$ cat config.mk
export PLATFORM = sky130hd
export DESIGN_NAME = alu_op_sequencer_flat
export DESIGN_NICKNAME = d
export VERILOG_FILES = /design/src/rtl/alu_op_sequencer_if.sv /design/src/rtl/alu_op_sequencer.sv /design/src/flat_wrapper.sv
export SDC_FILE = /design/constraint.sdc
export NUM_CORES = 1
export LEC_CHECK = 0
export BUFFER_PORTS_ARGS = -buffer_cell sky130_fd_sc_hd__buf_2
export CORE_MARGIN = 2
export CORE_UTILIZATION = 50
export CTS_BUF_LIST = sky130_fd_sc_hd__clkbuf_16
export DETAILED_ROUTE_END_ITERATION = 12
export PLACE_DENSITY = 0.9
export REMOVE_ABC_BUFFERS = 1
export SLEW_MARGIN = 30
export SYNTH_ARGS = -nofsm -noshare
export SYNTH_HDL_FRONTEND = slang
export SYNTH_SLANG_ARGS = --single-unit
$ cat constraint.sdc
create_clock -name clk -period 2.5 [get_ports clk]
set_clock_uncertainty 0.05 [all_clocks]
set_input_delay 0.5 -clock clk [delete_from_list [all_inputs] [get_ports clk]]
set_output_delay 0.5 -clock clk [all_outputs]
set_load 0.01 [all_outputs]
$ cat src/rtl/alu_op_sequencer_if.sv
// Pin-side bundle between the ALU sequencer and its environment (bus, ALU, consumer).
// master = the sequencer, slave = the off-chip driver / ALU / result consumer.
// Widths must match the parameters of the alu_op_sequencer instance using it.
interface alu_op_sequencer_if #(
    parameter int DATA_W = 8,
    parameter int OP_W   = 4
);
    logic              ena;
    logic [DATA_W-1:0] din;
    logic [OP_W-1:0]   din_op;
    logic              din_strobe;
    logic              res_ack;
    logic              clear_err;
    logic [DATA_W-1:0] alu_a;
    logic [DATA_W-1:0] alu_b;
    logic [OP_W-1:0]   alu_op;
    logic [DATA_W-1:0] alu_y;
    logic [3:0]        alu_flags;
    logic [DATA_W-1:0] res;
    logic [3:0]        res_flags;
    logic              res_valid;
    logic              busy;
    logic              overrun;
    logic [7:0]        op_count;

    modport master (
        input  ena, din, din_op, din_strobe, res_ack, clear_err, alu_y, alu_flags,
        output alu_a, alu_b, alu_op, res, res_flags, res_valid, busy, overrun, op_count
    );

    modport slave (
        output ena, din, din_op, din_strobe, res_ack, clear_err, alu_y, alu_flags,
        input  alu_a, alu_b, alu_op, res, res_flags, res_valid, busy, overrun, op_count
    );
endinterface

$ cat src/rtl/alu_op_sequencer.sv
// Purpose: loads A/opcode then B from a narrow strobed bus, drives a combinational ALU, captures its result.
// Latency: result captured EXEC_CYCLES edges after the B edge (EXEC_CYCLES+1 counting the B edge itself).
// Backpressure: result held with res_valid until res_ack; strobes arriving while not accepting set sticky overrun.
module alu_op_sequencer #(
    parameter int DATA_W      = 8,
    parameter int OP_W        = 4,
    parameter int EXEC_CYCLES = 1     // legal 1..15
) (
    input  logic               clk,
    input  logic               rst_n,
    alu_op_sequencer_if.master ifc
);

    typedef enum logic [1:0] {
        S_IDLE   = 2'd0,
        S_LOAD_B = 2'd1,
        S_EXEC   = 2'd2,
        S_DONE   = 2'd3
    } state_t;

    // Settle counter counts down to zero; zero means "capture on this edge".
    localparam logic [3:0] CNT_INIT = 4'(EXEC_CYCLES - 1);

    state_t            state_q, state_d;
    logic              strb_q, strb_d;
    logic [3:0]        cnt_q, cnt_d;
    logic [DATA_W-1:0] alu_a_q, alu_a_d;
    logic [DATA_W-1:0] alu_b_q, alu_b_d;
    logic [OP_W-1:0]   alu_op_q, alu_op_d;
    logic [DATA_W-1:0] res_q, res_d;
    logic [3:0]        res_flags_q, res_flags_d;
    logic              res_valid_q, res_valid_d;
    logic              overrun_q, overrun_d;
    logic [7:0]        op_count_q, op_count_d;

    logic              pulse;
    logic              ovr_set;

    // Next-state and datapath: everything holds unless the tile is enabled.
    always_comb begin
        state_d     = state_q;
        strb_d      = strb_q;
        cnt_d       = cnt_q;
        alu_a_d     = alu_a_q;
        alu_b_d     = alu_b_q;
        alu_op_d    = alu_op_q;
        res_d       = res_q;
        res_flags_d = res_flags_q;
        res_valid_d = res_valid_q;
        overrun_d   = overrun_q;
        op_count_d  = op_count_q;
        pulse       = 1'b0;
        ovr_set     = 1'b0;

        if (ifc.ena) begin
            pulse  = ifc.din_strobe & ~strb_q;
            strb_d = ifc.din_strobe;

            unique case (state_q)
                S_IDLE: begin
                    if (pulse) begin
                        alu_a_d  = ifc.din;
                        alu_op_d = ifc.din_op;
                        state_d  = S_LOAD_B;
                    end
                end
                S_LOAD_B: begin
                    if (pulse) begin
                        alu_b_d = ifc.din;
                        cnt_d   = CNT_INIT;
                        state_d = S_EXEC;
                    end
                end
                S_EXEC: begin
                    ovr_set = pulse;
                    if (cnt_q != 4'd0) begin
                        cnt_d = cnt_q - 4'd1;
                    end else begin
                        res_d       = ifc.alu_y;
                        res_flags_d = ifc.alu_flags;
                        res_valid_d = 1'b1;
                        state_d     = S_DONE;
                    end
                end
                S_DONE: begin
                    if (ifc.res_ack) begin
                        res_valid_d = 1'b0;
                        op_count_d  = op_count_q + 8'd1;
                        // A strobe coinciding with the ack starts the next operation.
                        if (pulse) begin
                            alu_a_d  = ifc.din;
                            alu_op_d = ifc.din_op;
                            state_d  = S_LOAD_B;
                        end else begin
                            state_d  = S_IDLE;
                        end
                    end else begin
                        ovr_set = pulse;
                    end
                end
                default: state_d = S_IDLE;
            endcase

            // A new overrun event takes priority over a simultaneous clear.
            overrun_d = ovr_set | (overrun_q & ~ifc.clear_err);
        end
    end

    // State register; reset discards any operation in flight.
    always_ff @(posedge clk or negedge rst_n) begin
        if (!rst_n) begin
            state_q     <= S_IDLE;
            strb_q      <= 1'b0;
            cnt_q       <= 4'd0;
            alu_a_q     <= '0;
            alu_b_q     <= '0;
            alu_op_q    <= '0;
            res_q       <= '0;
            res_flags_q <= 4'd0;
            res_valid_q <= 1'b0;
            overrun_q   <= 1'b0;
            op_count_q  <= 8'd0;
        end else begin
            state_q     <= state_d;
            strb_q      <= strb_d;
            cnt_q       <= cnt_d;
            alu_a_q     <= alu_a_d;
            alu_b_q     <= alu_b_d;
            alu_op_q    <= alu_op_d;
            res_q       <= res_d;
            res_flags_q <= res_flags_d;
            res_valid_q <= res_valid_d;
            overrun_q   <= overrun_d;
            op_count_q  <= op_count_d;
        end
    end

    assign ifc.alu_a     = alu_a_q;
    assign ifc.alu_b     = alu_b_q;
    assign ifc.alu_op    = alu_op_q;
    assign ifc.res       = res_q;
    assign ifc.res_flags = res_flags_q;
    assign ifc.res_valid = res_valid_q;
    assign ifc.busy      = (state_q != S_IDLE);
    assign ifc.overrun   = overrun_q;
    assign ifc.op_count  = op_count_q;

endmodule

$ cat src/flat_wrapper.sv
// flat-port wrapper written by rule: the top's interface ports become plain ports
module alu_op_sequencer_flat 
#(
    parameter int DATA_W      = 8,
    parameter int OP_W        = 4,
    parameter int EXEC_CYCLES = 1                   
)
  (clk, rst_n, ifc_ena, ifc_din, ifc_din_op, ifc_din_strobe, ifc_res_ack, ifc_clear_err, ifc_alu_y, ifc_alu_flags, ifc_alu_a, ifc_alu_b, ifc_alu_op, ifc_res, ifc_res_flags, ifc_res_valid, ifc_busy, ifc_overrun, ifc_op_count);
  alu_op_sequencer_if #(.DATA_W(DATA_W), .OP_W(OP_W)) ifc_i ();
  input  logic clk;
  input  logic rst_n;
  input wire logic [$bits(ifc_i.ena)-1:0] ifc_ena;
  input wire logic [$bits(ifc_i.din)-1:0] ifc_din;
  input wire logic [$bits(ifc_i.din_op)-1:0] ifc_din_op;
  input wire logic [$bits(ifc_i.din_strobe)-1:0] ifc_din_strobe;
  input wire logic [$bits(ifc_i.res_ack)-1:0] ifc_res_ack;
  input wire logic [$bits(ifc_i.clear_err)-1:0] ifc_clear_err;
  input wire logic [$bits(ifc_i.alu_y)-1:0] ifc_alu_y;
  input wire logic [$bits(ifc_i.alu_flags)-1:0] ifc_alu_flags;
  output wire logic [$bits(ifc_i.alu_a)-1:0] ifc_alu_a;
  output wire logic [$bits(ifc_i.alu_b)-1:0] ifc_alu_b;
  output wire logic [$bits(ifc_i.alu_op)-1:0] ifc_alu_op;
  output wire logic [$bits(ifc_i.res)-1:0] ifc_res;
  output wire logic [$bits(ifc_i.res_flags)-1:0] ifc_res_flags;
  output wire logic [$bits(ifc_i.res_valid)-1:0] ifc_res_valid;
  output wire logic [$bits(ifc_i.busy)-1:0] ifc_busy;
  output wire logic [$bits(ifc_i.overrun)-1:0] ifc_overrun;
  output wire logic [$bits(ifc_i.op_count)-1:0] ifc_op_count;
  assign ifc_i.ena = ifc_ena;
  assign ifc_i.din = ifc_din;
  assign ifc_i.din_op = ifc_din_op;
  assign ifc_i.din_strobe = ifc_din_strobe;
  assign ifc_i.res_ack = ifc_res_ack;
  assign ifc_i.clear_err = ifc_clear_err;
  assign ifc_i.alu_y = ifc_alu_y;
  assign ifc_i.alu_flags = ifc_alu_flags;
  assign ifc_alu_a = ifc_i.alu_a;
  assign ifc_alu_b = ifc_i.alu_b;
  assign ifc_alu_op = ifc_i.alu_op;
  assign ifc_res = ifc_i.res;
  assign ifc_res_flags = ifc_i.res_flags;
  assign ifc_res_valid = ifc_i.res_valid;
  assign ifc_busy = ifc_i.busy;
  assign ifc_overrun = ifc_i.overrun;
  assign ifc_op_count = ifc_i.op_count;
  alu_op_sequencer #(.DATA_W(DATA_W), .OP_W(OP_W), .EXEC_CYCLES(EXEC_CYCLES)) u_core (.clk(clk), .rst_n(rst_n), .ifc(ifc_i));
endmodule
* After elaboration in Yosys (flattened, before gate mapping)
Index checks and enable logic that the tools add are counted.
** Word-level totals
- Register bits :: 49
- Output and inout bits :: 43
** Cells by class
- Add/subtract/negate cells :: 2
- Equality and inequality tests :: 8
- Mux-type cells :: 21
- Bitwise operators :: 6
- Reductions and logical operators :: 13
** Operator list (count)
- two-way mux 4 bit :: 4
- two-way mux 8 bit :: 2
- one-hot mux 4 bit (2 select lines) :: 2
- one-hot mux 8 bit (2 select lines) :: 1
- AND reduction 3 bit :: 4
- adder 8 x 1 -> 8 bit (second input constant) :: 1
- two-way mux 2 bit :: 4
- one-hot mux 2 bit (4 select lines) :: 1
- AND reduction 4 bit :: 2
- nonzero test 2 bit :: 4
- != test 2 x 1 -> 1 bit (second input constant) :: 3
- two-way mux 1 bit :: 5
- AND reduction 5 bit :: 1
- equality test 2 bit (second input constant) :: 2
- != test 2 bit (second input constant) :: 2
- one-hot mux 1 bit (2 select lines) :: 2
- nonzero test 4 bit :: 1
- subtractor 4 x 1 -> 4 bit (second input constant) :: 1
- inverter 1 bit :: 3
- AND 1 bit :: 2
- equality test 2 x 1 -> 1 bit (second input constant) :: 1
- zero test 2 bit :: 1
- bitwise OR 1 bit :: 1

* Depth between registers and ports, before layout
- Word-level depth :: 6
- Depth in mapped cells :: 6

* Least setup slack after synthesis
No wires, ideal clock.
- Path type :: register -> register
- Start point :: reg u_core.state_q[0]
- End point :: reg u_core.alu_a_q[0] (netlist: u_core.ifc.alu_a[0])
- Setup time :: 0.127 ns
- Arrival time :: 1.566 ns
- Data required time :: 2.323 ns
- Path slack :: 0.757 ns
- Stages on the path, launching flop included :: 6
- Path buffers :: 1
- Clock period less this slack :: 1.743 ns
- Path through :: dfrtp_1 inv_1 ha_1 nor3_4 buf_6 mux2_1
** On the way
- Longest elaborated chain between the ends :: 3
- Elaborated cells between the ends (all ways) :: 6
- Those cells by class :: 2 x eq/ne; 1 x mux; 3 x reduce/logical
** Ends and longest elaborated chain
- from (decl) :: RTL line alu_op_sequencer.sv:24 : state_t state_q, state_d;
- from (signal assigned) :: RTL line alu_op_sequencer.sv:124 : state_q <= state_d;
- equality test 2 bit / zero test 2 bit (equally long branches) :: RTL line alu_op_sequencer.sv:59 : unique case (state_q)
- != test 2 bit (no source line) / nonzero test 2 bit (equally long branches)
- AND reduction 3 bit (no source line)
- to (signal assigned) :: RTL line alu_op_sequencer.sv:127 : alu_a_q <= alu_a_d;
- to (decl) :: RTL line alu_op_sequencer.sv:27 : logic [DATA_W-1:0] alu_a_q, alu_a_d;
Parallel ways exist; a longest one is shown, timed or not.
A chain may end at the register's enable or synchronous reset.

* Worst setup path after layout
- Start point :: reg u_core.state_q[0]
- End point :: reg u_core.alu_a_q[5] (netlist: u_core.ifc.alu_a[5])
The elaborated chain is that of the path after synthesis.

==> flow_summary.rst <==
.. list-table::
   :header-rows: 1

   * - Metric
     - Value
   * - Status
     - finished clean
   * - Setup Viol. Count Final
     - 0
   * - Antenna fix cells
     - 0
   * - Core area
     - 0.00432 mm2
   * - DR DRC count
     - 0
   * - Tightest hold margin
     - 0.149 ns
   * - Post-cts hold buffer count
     - 0
   * - Final Non-Filler Cells
     - 290
   * - Global-route wire length before repair
     - 6.69 mm
   * - Reg-to-reg slack, setup
     - 0.45 ns
   * - Hold/Removal Path Class
     - input port to async pin
   * - Clock transition at the register clock pins on the worst setup and hold paths after CTS
     - roughly 0.060 ns
   * - Most used cells in the layout excluding fill and tap cells
     - buf_2, dfrtp_1, mux2_2
   * - Minimum clock period
     - about 2 ns
   * - Launching point of the worst reg2reg path
     - u_core.state_q[0]$_DFFE_PN0P_
   * - Transition time of the tightest slew-check pin
     - approximately 0.61 ns
   * - Pin count of the biggest net entering global routing
     - 28
   * - Post-synthesis instance area
     - 0.00222 mm2
   * - Most common library cell in the layout ignoring fill and taps
     - buf_2
   * - Die footprint
     - ~0.0050 mm2
   * - Fmax achieved
     - 488 MHz
   * - Number of nets in the finished design
     - about 280
   * - Via count of the first global-routing pass
     - approximately 1.5k
   * - Number of sinks handled by clock tree synthesis
     - 49
   * - Synthesized area divided by synthesized cell count
     - 13.9 um2
   * - Final setup slack of the worst path
     - between 0.4 and 0.5 ns
   * - Final Total Pwr
     - about 3.3 mW
   * - Portion of the clock cycle consumed by the worst path in the final layout
     - 82.0%
   * - Initial antenna violation count
     - 0
   * - Reg-to-reg endpoint
     - u_core.ifc.alu_a[5]$_DFFE_PN0P_
   * - Number of nets with antenna violations after routing
     - 0
   * - Final HPWL DP
     - just over 3 mm
   * - Post-DR vias/cell
     - ~5.2
   * - Die height
     - between 70 and 80 um
   * - CP Launch Type
     - register
   * - Initial Util
     - between 50% and 60%
   * - CP Class
     - register to register
   * - Synth unique cells
     - 33
   * - Number of buffers inserted by port buffering
     - slightly above 70
   * - Critical path destination
     - u_core.ifc.alu_a[5]$_DFFE_PN0P_
   * - Overall routing resource usage
     - roughly 17%
   * - Critical Path Source
     - u_core.state_q[0]$_DFFE_PN0P_
   * - Yosys warning count
     - 0
   * - Placer Congestion
     - ~0.86
   * - Worst EP arrival
     - 2.17 ns
   * - Synthesized netlist cell count
     - 160
   * - Critical Path Sink Type
     - register
   * - Cell type with the highest aggregate area in the netlist
     - dfrtp_1
   * - Utilization of the core after routing
     - between 60 and 70%
   * - Share of post-route cells with drive strength above 1
     - a little under half
   * - Iteration-0 DRC Markers
     - 100
   * - Max VDD drop
     - 0.000453 V
   * - H-tree lvl count
     - 2
   * - Number of cells traversed by the worst register-to-register path
     - 4
   * - Post-detailed-route wirelength per cell
     - approximately 14 um
   * - Placed cells
     - between 200 and 300
   * - Num rows
     - 24
   * - Max-cap viol count
     - 0
   * - Total routed wirelength
     - between 4 and 5 mm
   * - Post-CTS setup buffer count
     - 0
   * - Cell at the root of the clock tree
     - clkbuf_16
   * - Sum of overflow across all layers after global routing
     - 0
   * - TritonCTS clock tree
     - done
   * - Worst slack after detailed placement
     - between 0.4 and 0.5 ns
   * - Count of vias placed by the detailed router
     - between 1.5k and 2k
   * - Design Area, Final
     - between 0.002 and 0.003 mm2
   * - CP required
     - roughly 2.6 ns
   * - Die Span X
     - 70.7 um
   * - Ratio of total power to cell area
     - approximately 1200 mW/mm2
   * - RSZ-0062 raised after global routing
     - no
   * - Placed cell area
     - around 0.0026 mm2
   * - Number of iterations in the first detailed-routing pass
     - 4
   * - Final number of hold-violating endpoints
     - 0
   * - Count of pins on the block boundary
     - 73
   * - Inserted Clock Buffers
     - 5
   * - Yosys top cell area share
     - a little under three fifths
   * - Sequential element share of the synthesized area
     - a little under three fifths
   * - Max-slew violations
     - 0
   * - Post-cts repair resize count
     - 0
   * - Max-slew headroom at the worst pin
     - between 50% and 60%
   * - Signed area change from the synthesized netlist to the final layout
     - 25.3%
   * - Leak Pwr
     - roughly 1.4 nW
   * - Top cells by area in the synthesized netlist
     - dfrtp_1, mux2_4, mux2_2, mux2_1, ha_1
   * - Largest fanout on the critical path
     - 12
   * - Largest buffer count on any clock path
     - 2
   * - FF+latch count, synth
     - 49
   * - Skew-Pair Late Insertion Delay
     - slightly below 0.3 ns
   * - Setup TNS
     - 0 ns
## how the worst min path moves through the flow
stage,startpoint,endpoint,slack [ns],cells past startpoint
final,rst_n,u_core.ifc.res[2]$_DFFE_PN0P_,0.15,1
after global routing,rst_n,u_core.ifc.res[2]$_DFFE_PN0P_,0.20,1
after CTS,rst_n,u_core.ifc.res[2]$_DFFE_PN0P_,0.17,1
after detailed placement,u_core.ifc.op_count[7]$_DFFE_PN0P_,u_core.ifc.op_count[7]$_DFFE_PN0P_,0.41,1
after global placement,u_core.ifc.op_count[7]$_DFFE_PN0P_,u_core.ifc.op_count[7]$_DFFE_PN0P_,0.41,1
after floorplan,rst_n,u_core.cnt_q[0]$_DFFE_PN0P_,0.15,0
## logic make-up after synthesis
logic type	count (synthesis)	synth area share, %
AOI/OAI and AO/OA	15	4.27
buffers and inverters	10	2.87
muxes	35	19.3
and+or+nand+nor	35	10.6
adders and majority gates	9	5.06
xor gates and xnor gates	7	2.76
DFF	49	55.1
## cell type report
cell class,count,area [um2]
well taps,52,65.1
inverters,6,22.5
clock buffers,5,125
fillers,319,1540
multi-input cells,101,935
flip-flops and latches,49,1230
clock inverters,3,37.5
repair buffers,74,375
## critical path, cell delays in order, from the launching register on
cell and delay, ns:
dfrtp_1 0.44, inv_1 0.12, ha_1 0.37, nor3_4 0.56, mux2_2 0.40
## metal layers
metal	vias to the layer above	global-route usage (%)	part of all wire, %
met5	-	0	0
met4	0	7.55	1.7
met3	5	5.98	8.8
met2	61	27.3	48
met1	715	20.5	42
li1	721	-	-
## Yosys cell counts
cell	number
a21oi_1	3
a311oi_1	1
a41oi_1	1
and3_1	2
and3_4	1
buf_12	1
buf_2	2
buf_6	1
dfrtp_1	49
ha_1	9
inv_1	6
mux2_1	11
mux2_2	13
mux2_4	10
mux2i_1	1
nand2_1	9
nand2b_1	3
nand3_1	7
nand4_1	2
nor2_1	2
nor2b_1	2
nor2b_2	1
nor2b_4	1
nor3_4	2
nor3b_4	1
o211ai_2	1
o21ai_0	7
o22ai_1	1
o31a_1	1
or4_1	1
or4b_1	1
xnor2_1	6
xor2_1	1
## where the power goes
part | internal [mW] | switching, mW
logic | 0.665 | 0.631
registers | 1.12 | 0.197
clock network | 0.464 | 0.263
## registers in the layout, indices dropped and copies added, names as in the netlist
signal and cells:
u_core.ifc.res_flags 4, u_core.ifc.alu_b 8, u_core.state_q 2, u_core.ifc.alu_op 4
u_core.strb_q 1, u_core.ifc.op_count 8, u_core.ifc.res_valid 1, u_core.ifc.res 8
u_core.ifc.overrun 1, u_core.ifc.alu_a 8, u_core.cnt_q 4
(Power assumes the default switching activity.)
